## src/rtl/wb_pkg.sv

```systemverilog
// Shared types and constants for the writeback controller: result-source
// select, FSM state encoding and load funct3 codes.
package wb_pkg;

  typedef enum logic [1:0] {
    SRC_ALU = 2'b00,
    SRC_MEM = 2'b01,
    SRC_PC4 = 2'b10,
    SRC_IMM = 2'b11
  } wb_src_t;

  typedef enum logic [1:0] {
    ST_IDLE     = 2'b00,
    ST_WAIT_MEM = 2'b01,
    ST_WRITE    = 2'b10
  } state_t;

  localparam logic [2:0] F3_LB  = 3'b000;
  localparam logic [2:0] F3_LH  = 3'b001;
  localparam logic [2:0] F3_LW  = 3'b010;
  localparam logic [2:0] F3_LBU = 3'b100;
  localparam logic [2:0] F3_LHU = 3'b101;

endpackage

```

## src/rtl/wb_unit_load_formatter.sv

```systemverilog
// Combinational load formatter: picks the byte/half lane addressed by the
// low address bits and sign- or zero-extends it to XLEN.
module load_formatter
  import wb_pkg::*;
#(
  parameter int XLEN = 32
) (
  input  logic [XLEN-1:0] mem_rdata_i,
  input  logic [2:0]      funct3_i,
  input  logic [1:0]      addr_lo_i,
  output logic [XLEN-1:0] data_o
);

  logic [7:0]  byte_v;
  logic [15:0] half_v;

  // NOTE: every output of a combinational block is given a value on every
  // path (default first) so no latch is inferred.
  always_comb begin
    byte_v = mem_rdata_i[7:0];
    case (addr_lo_i)
      2'd1:    byte_v = mem_rdata_i[15:8];
      2'd2:    byte_v = mem_rdata_i[23:16];
      2'd3:    byte_v = mem_rdata_i[31:24];
      default: byte_v = mem_rdata_i[7:0];
    endcase

    half_v = addr_lo_i[1] ? mem_rdata_i[31:16] : mem_rdata_i[15:0];

    case (funct3_i)
      F3_LB:   data_o = {{(XLEN-8){byte_v[7]}}, byte_v};
      F3_LH:   data_o = {{(XLEN-16){half_v[15]}}, half_v};
      F3_LBU:  data_o = {{(XLEN-8){1'b0}}, byte_v};
      F3_LHU:  data_o = {{(XLEN-16){1'b0}}, half_v};
      default: data_o = mem_rdata_i;
    endcase
  end

endmodule

```

## src/rtl/wb_unit.sv

```systemverilog
// Writeback controller: captures a request, waits for memory on loads and
// issues one registered register-file write beat. Optional memory timeout
// abort is enabled by defining WB_TIMEOUT_EN.
module wb_unit
  import wb_pkg::*;
#(
  parameter int XLEN           = 32,
  parameter int TIMEOUT_CYCLES = 16
) (
  input  logic            clk,
  input  logic            rst,
  input  logic            wb_req,
  input  logic [4:0]      wb_rd,
  input  logic [1:0]      wb_src,
  input  logic [2:0]      wb_funct3,
  input  logic [1:0]      wb_addr_lo,
  input  logic [XLEN-1:0] alu_result,
  input  logic [XLEN-1:0] pc_plus4,
  input  logic [XLEN-1:0] imm,
  input  logic [XLEN-1:0] mem_rdata,
  input  logic            mem_rvalid,
  output logic            rf_we,
  output logic [4:0]      rf_a3,
  output logic [XLEN-1:0] rf_wd,
  output logic            busy,
  output logic            done,
  output logic            err
);

  if (TIMEOUT_CYCLES < 1) begin : g_bad_timeout
    $error("wb_unit: TIMEOUT_CYCLES must be at least 1");
  end

  state_t          state_q, state_d;
  logic [4:0]      rd_q, rd_d;
  logic [2:0]      funct3_q, funct3_d;
  logic [1:0]      addr_lo_q, addr_lo_d;
  logic            rf_we_q, rf_we_d;
  logic [4:0]      rf_a3_q, rf_a3_d;
  logic [XLEN-1:0] rf_wd_q, rf_wd_d;
  logic            done_q, done_d;
  logic            err_q, err_d;
  logic [XLEN-1:0] operand;
  logic [XLEN-1:0] load_data;

  load_formatter #(.XLEN(XLEN)) u_fmt (
    .mem_rdata_i (mem_rdata),
    .funct3_i    (funct3_q),
    .addr_lo_i   (addr_lo_q),
    .data_o      (load_data)
  );

  always_comb begin
    case (wb_src_t'(wb_src))
      SRC_PC4: operand = pc_plus4;
      SRC_IMM: operand = imm;
      default: operand = alu_result;
    endcase
  end

`ifdef WB_TIMEOUT_EN
  localparam int CNT_W = $clog2(TIMEOUT_CYCLES + 1);
  logic [CNT_W-1:0] cnt_q, cnt_d;
  logic             timeout;

  assign timeout = (cnt_q == CNT_W'(TIMEOUT_CYCLES - 1));
  assign cnt_d   = (state_q == ST_WAIT_MEM) ? cnt_q + 1'b1 : '0;

  always_ff @(posedge clk or posedge rst) begin
    if (rst) cnt_q <= '0;
    else     cnt_q <= cnt_d;
  end
`endif

  // Outputs are computed one cycle ahead so the write beat leaves a register.
  always_comb begin
    state_d   = state_q;
    rd_d      = rd_q;
    funct3_d  = funct3_q;
    addr_lo_d = addr_lo_q;
    rf_we_d   = 1'b0;
    rf_a3_d   = rf_a3_q;
    rf_wd_d   = rf_wd_q;
    done_d    = 1'b0;
    err_d     = 1'b0;

    case (state_q)
      ST_IDLE: begin
        if (wb_req) begin
          rd_d      = wb_rd;
          funct3_d  = wb_funct3;
          addr_lo_d = wb_addr_lo;
          if (wb_src_t'(wb_src) == SRC_MEM) begin
            state_d = ST_WAIT_MEM;
          end else begin
            state_d = ST_WRITE;
            rf_we_d = (wb_rd != 5'd0);
            rf_a3_d = wb_rd;
            rf_wd_d = operand;
            done_d  = 1'b1;
          end
        end
      end
      ST_WAIT_MEM: begin
        if (mem_rvalid) begin
          state_d = ST_WRITE;
          rf_we_d = (rd_q != 5'd0);
          rf_a3_d = rd_q;
          rf_wd_d = load_data;
          done_d  = 1'b1;
        end
`ifdef WB_TIMEOUT_EN
        else if (timeout) begin
          state_d = ST_IDLE;
          err_d   = 1'b1;
        end
`endif
      end
      ST_WRITE: state_d = ST_IDLE;
      default:  state_d = ST_IDLE;
    endcase
  end

  // NOTE: state registers use non-blocking assignments so every flop samples
  // pre-edge values regardless of statement order.
  always_ff @(posedge clk or posedge rst) begin
    if (rst) begin
      state_q   <= ST_IDLE;
      rd_q      <= '0;
      funct3_q  <= '0;
      addr_lo_q <= '0;
      rf_we_q   <= 1'b0;
      rf_a3_q   <= '0;
      rf_wd_q   <= '0;
      done_q    <= 1'b0;
      err_q     <= 1'b0;
    end else begin
      state_q   <= state_d;
      rd_q      <= rd_d;
      funct3_q  <= funct3_d;
      addr_lo_q <= addr_lo_d;
      rf_we_q   <= rf_we_d;
      rf_a3_q   <= rf_a3_d;
      rf_wd_q   <= rf_wd_d;
      done_q    <= done_d;
      err_q     <= err_d;
    end
  end

  assign rf_we = rf_we_q;
  assign rf_a3 = rf_a3_q;
  assign rf_wd = rf_wd_q;
  assign busy  = (state_q != ST_IDLE);
  assign done  = done_q;
  assign err   = err_q;

endmodule

```

## config.mk

```make
export PLATFORM = sky130hd
export DESIGN_NAME = wb_unit
export DESIGN_NICKNAME = d
export VERILOG_FILES = /design/src/rtl/wb_pkg.sv /design/src/rtl/wb_unit_load_formatter.sv /design/src/rtl/wb_unit.sv
export SDC_FILE = /design/constraint.sdc
export NUM_CORES = 1
export LEC_CHECK = 0
export CORE_MARGIN = 2
export CORE_UTILIZATION = 44
export CTS_CLUSTER_DIAMETER = 50
export DETAILED_ROUTE_END_ITERATION = 6
export HOLD_SLACK_MARGIN = 0.05
export PLACE_DENSITY = 0.87
export SLEW_MARGIN = 0
export SYNTH_ARGS = -nofsm -noshare
export SYNTH_HDL_FRONTEND = slang
export SYNTH_SLANG_ARGS = --single-unit
```

## constraint.sdc

```tcl
create_clock -name clk -period 2.7 [get_ports clk]
set_input_delay 0.54 -clock clk [delete_from_list [all_inputs] [get_ports clk]]
set_output_delay 0.54 -clock clk [all_outputs]
set_load 0.01 [all_outputs]
```

==> results.txt <==
After detailed routing, the number of vias per cell comes to between 5 and 6. The placed wire-length estimate came out at about 9300 microns. Among cell families on the critical path, the largest total delay comes from flip-flops.

The type of the worst setup path is reg2out. The critical path's largest stage delay is 0.57 ns. The kind of start point of the critical path is a flip-flop. The number of storage elements in the synthesis netlist is 51. The number of standard cells in the final layout excluding fillers is between 600 and 700. The net count of the finished layout is 707. Counting distinct cell types in the post-synthesis netlist gives 43. The total global routing overflow came out at 0. TritonCTS built the clock tree. The number of instances in the synthesized netlist came out at a little under 400.

The complex-gate fraction of the synthesized area is 0.2636. The number of clock sinks seen by CTS is 51. The worst voltage drop across the vdd grid came out at between 0.4 and 0.5 mV. The clock tree root driver cell is sky130_fd_sc_hd__clkbuf_8.

The total DRC errors in the routed layout came out at 0. The placed cell count came out at roughly 660. Buffers added to address setup during post-CTS repair amount to 0. The flow ran to the end, and the final reports show no timing, DRC or antenna violations. Setup repair after global routing left no endpoint under its margin.

The depth of the worst register-to-register path came out at 5. The initial antenna violation count came to 0. The floorplan step defined a die boundary enclosing 9031 sq um. The worst-case register-to-register setup slack is roughly 0.50 ns. Of the total synthesized cell area, the portion taken by XOR and XNOR cells is 0.

The post-synthesis area per instance came out at between 9 and 10 sq um. The worst hold endpoint is rf_wd[19]$_DFFE_PP0P_. The width of the die came out at 95.03 microns. The area growth from synthesis to final layout came out at 54.46%. The setup TNS after final layout came out at 0 ns.

Of the synthesized area, sequential elements account for 0.3500. The number of enable-type register cells in the synthesized netlist came out at 0. The number of DRC markers after the initial detailed-route iteration came out at 332. The register share of total power is 0.353. The worst setup path is captured at an output pin. The port buffer count came out at roughly 180.

The adder-cell area share of the yosys netlist is 0. The total detailed-routing wirelength is between 10,000 and 15,000 microns. The mux share of post-synthesis cell area is 0.1544. The count of filler cells inserted in the layout is around 600. The library cell used most frequently in the layout, excluding fill and tap cells, is sky130_fd_sc_hd__clkdlybuf4s50_1. The final standard cell area without fillers came out at around 5600 sq um. The quantity of hold-fixing buffers added after cts came out at 0. The slew of the pin with the lowest slew margin came out at roughly 0.85 ns.

The reported net switching power is roughly 1100 uW. The clock skew after layout is about 0.0039 ns. The placement row count came out at 33. The standard cell area after detailed placement came out at 5514 sq um.

The type of the worst min-delay path is reg2reg. The height of the chip is between 90 and 100 microns. On the final layout, the worst hold slack is 0.5375 ns. The number of nets with antenna violations after detailed routing is 0.

The share of the clock period used by the worst path after layout is 0.8539. The data required time of the worst path is 2.16 ns. The power per standard cell area came out at a little under 600 nW/um^2. The count of boundary I/O pins came out at between 150 and 200. The library cells used most frequently in the layout, excluding fill and tap cells, are sky130_fd_sc_hd__clkdlybuf4s50_1, sky130_fd_sc_hd__dfrtp_1, sky130_fd_sc_hd__mux2i_1.

Of the total power, combinational logic draws 0.477. The startpoint identified for the worst register-to-register timing path is state_q[0]$_DFFE_PP0P_. Cell internal power was estimated by the tool at around 2100 uW. The number of vias after detailed routing came out at between 3k and 4k.

The headroom to the max-slew limit is 0.4323. The synthesized net count is approximately 540. Static timing analysis puts the maximum clock frequency at roughly 430 MHz. Counting flops with an async set or reset pin after synthesis yields a share of 1.000. During synthesis, Yosys emitted a total of 0 warnings. The H-tree was split into 2 levels. The routed length per instance is roughly 18 microns. The design draws ~3300 uW. The part of the total power dissipated in the clock network is 0.170.

The count of instances resized after the clock tree is built came out at 0. The later-pin clock latency in the skew report came out at approximately 0.30 ns. In this run, CTS created clock tree buffers numbering 5. The initial cell density of the core came out at 0.4482. Of the cells placed in the final design, the portion with a size suffix greater than 1 is 0.1064. The count of pins over their slew limit is 0.

The endpoint identified for the worst register-to-register timing path is rf_wd[23]$_DFFE_PP0P_. The number of buffers between clock root and the deepest sink is 2. The via count of the first global-routing pass came out at 3,807. The cell with the biggest individual delay on the critical path is sky130_fd_sc_hd__dfrtp_1. The data arrival at the endpoint of the critical path came out at 1.77 ns.

The total global-route track usage is 0.2682. In this run the worst path has a maximum fanout of 15. Walking the worst path, the cells encountered are or2_2 -> clkdlybuf4s50_1. The final antenna diode count came out at 0. In this run the most critical hold path is launched from rf_wd[19]$_DFFE_PP0P_.

The pin count of the biggest net entering global routing is between 60 and 70. The minimum clock period after layout is ~2.3 ns. The detailed-router iteration count before antenna repair is 4. For this run, the leading register cell type out of synthesis is sky130_fd_sc_hd__dfrtp_1.

The hold violation count in the final report came out at 0. The total of max-cap violations is 0. The routability congestion estimate from global placement came out at around 0.90. Of the total power, the share spent switching nets is 0.3472. After clock tree synthesis, the clock-pin slew on the worst setup and hold paths is roughly 0.09 ns.

For this design the static power due to leakage is between 0.002 and 0.0025 uW. The first-pass GRT wire length is 18,780 microns. After synthesis, the largest family of logic cells by area is compound AO/OA/AOI/OAI gates. The post-synthesis instance area came out at about 3600 sq um.

The final-report setup violation count is 0. Of the total synthesized cell area, the portion taken by AND, OR, NAND and NOR gates is 0.1496. The number of stages on the worst hold path came out at 2. The combined buffer and inverter count along the critical path is 1. The area of the core is about 8100 sq um.
-- registers in the layout (all words and copies together) (netlist names) --
signal and count:
rf_wd 32, rf_a3 5, addr_lo_q 2, state_q 2, funct3_q 3, rd_q 5
rf_we 1, done 1
-- power groups by stage --
| stage | Sequential, uW | Combinational, uW | Clock, uW |
|---|---|---|---|
| final | 1160 | 1570 | 558 |
| after global routing | 1190 | 1700 | 600 |
| after CTS | 1160 | 1570 | 562 |
| after detailed placement | 1170 | 1570 | 0 |
| after global placement | 1160 | 1530 | 0 |
| after floorplan | 1210 | 737 | 0 |
-- worst min-delay path, delay by kind of cell (launching register included) --
family                 cells  cell delay (ns)
buffers and inverters      1             0.07
flip-flops                 1             0.39
AO/OA/AOI/OAI              1             0.05
-- Yosys cell counts (all sizes together) (2+ instances only) --
master | count | area (sq um)
inv | 29 | 108.9
a32oi | 7 | 61.31
nor2 | 19 | 73.82
mux2i | 46 | 473.0
o221ai | 8 | 113.9
nor2b | 11 | 68.82
dfrtp | 51 | 1276
or2 | 2 | 12.51
clkbuf | 16 | 60.06
buf | 22 | 127.6
nand2 | 35 | 131.4
o32ai | 2 | 36.29
nor3 | 9 | 56.31
mux2 | 8 | 90.09
nand2b | 3 | 21.27
a21oi | 18 | 90.09
a221oi | 16 | 214.0
o211ai | 30 | 225.2
nor4 | 17 | 121.4
o21ai | 37 | 185.2
or4 | 2 | 15.01
-- metal layers --
| layer | part of all wire | vias to the layer above | track usage |
|---|---|---|---|
| met5 | 0 | - | 0 |
| met4 | 0.018 | 0 | 0.07971 |
| met3 | 0.10 | 21 | 0.05692 |
| met2 | 0.49 | 204 | 0.4699 |
| met1 | 0.39 | 1810 | 0.3322 |
| li1 | - | 1798 | - |
-- cell type report --
class                           count  area, sq um  share of cell area
Clock inverter                      2        35.03            0.006221
Tap cell                          105        131.4             0.02333
Sequential cell                    51         1276              0.2266
Timing Repair Buffer              196         1919              0.3408
Multi-Input combinational cell    280         2078              0.3690
Clock buffer                        6        82.58             0.01466
Inverter                           29        108.9             0.01933
-- kinds of logic after synthesis --
kind of cell	after synthesis
AOI/OAI and AO/OA	122
and+or+nand+nor	103
buffers and inverters	67
other	1
DFF	51
muxes	54
-- worst max path at each step --
stage | depth (start not counted) | startpoint | end
floorplan | 1 | rst | addr_lo_q[0]$_DFFE_PP0P_
global placement | 6 | wb_req | rf_wd[8]$_DFFE_PP0P_
detailed placement | 5 | mem_rvalid | rf_wd[8]$_DFFE_PP0P_
CTS | 2 | state_q[1]$_DFFE_PP0P_ | busy
global route | 2 | state_q[1]$_DFFE_PP0P_ | busy
finish | 2 | state_q[1]$_DFFE_PP0P_ | busy
-- through the flow --
step	utilization	worst slack [ns]
floorplan	-	0.9305
global placement	0.6779	0.2716
detailed placement	0.6779	0.2296
CTS	0.6924	0.3864
global route	0.6924	0.3248
finish	0.6924	0.3944
Note: power is estimated with default switching activity, not from simulation.
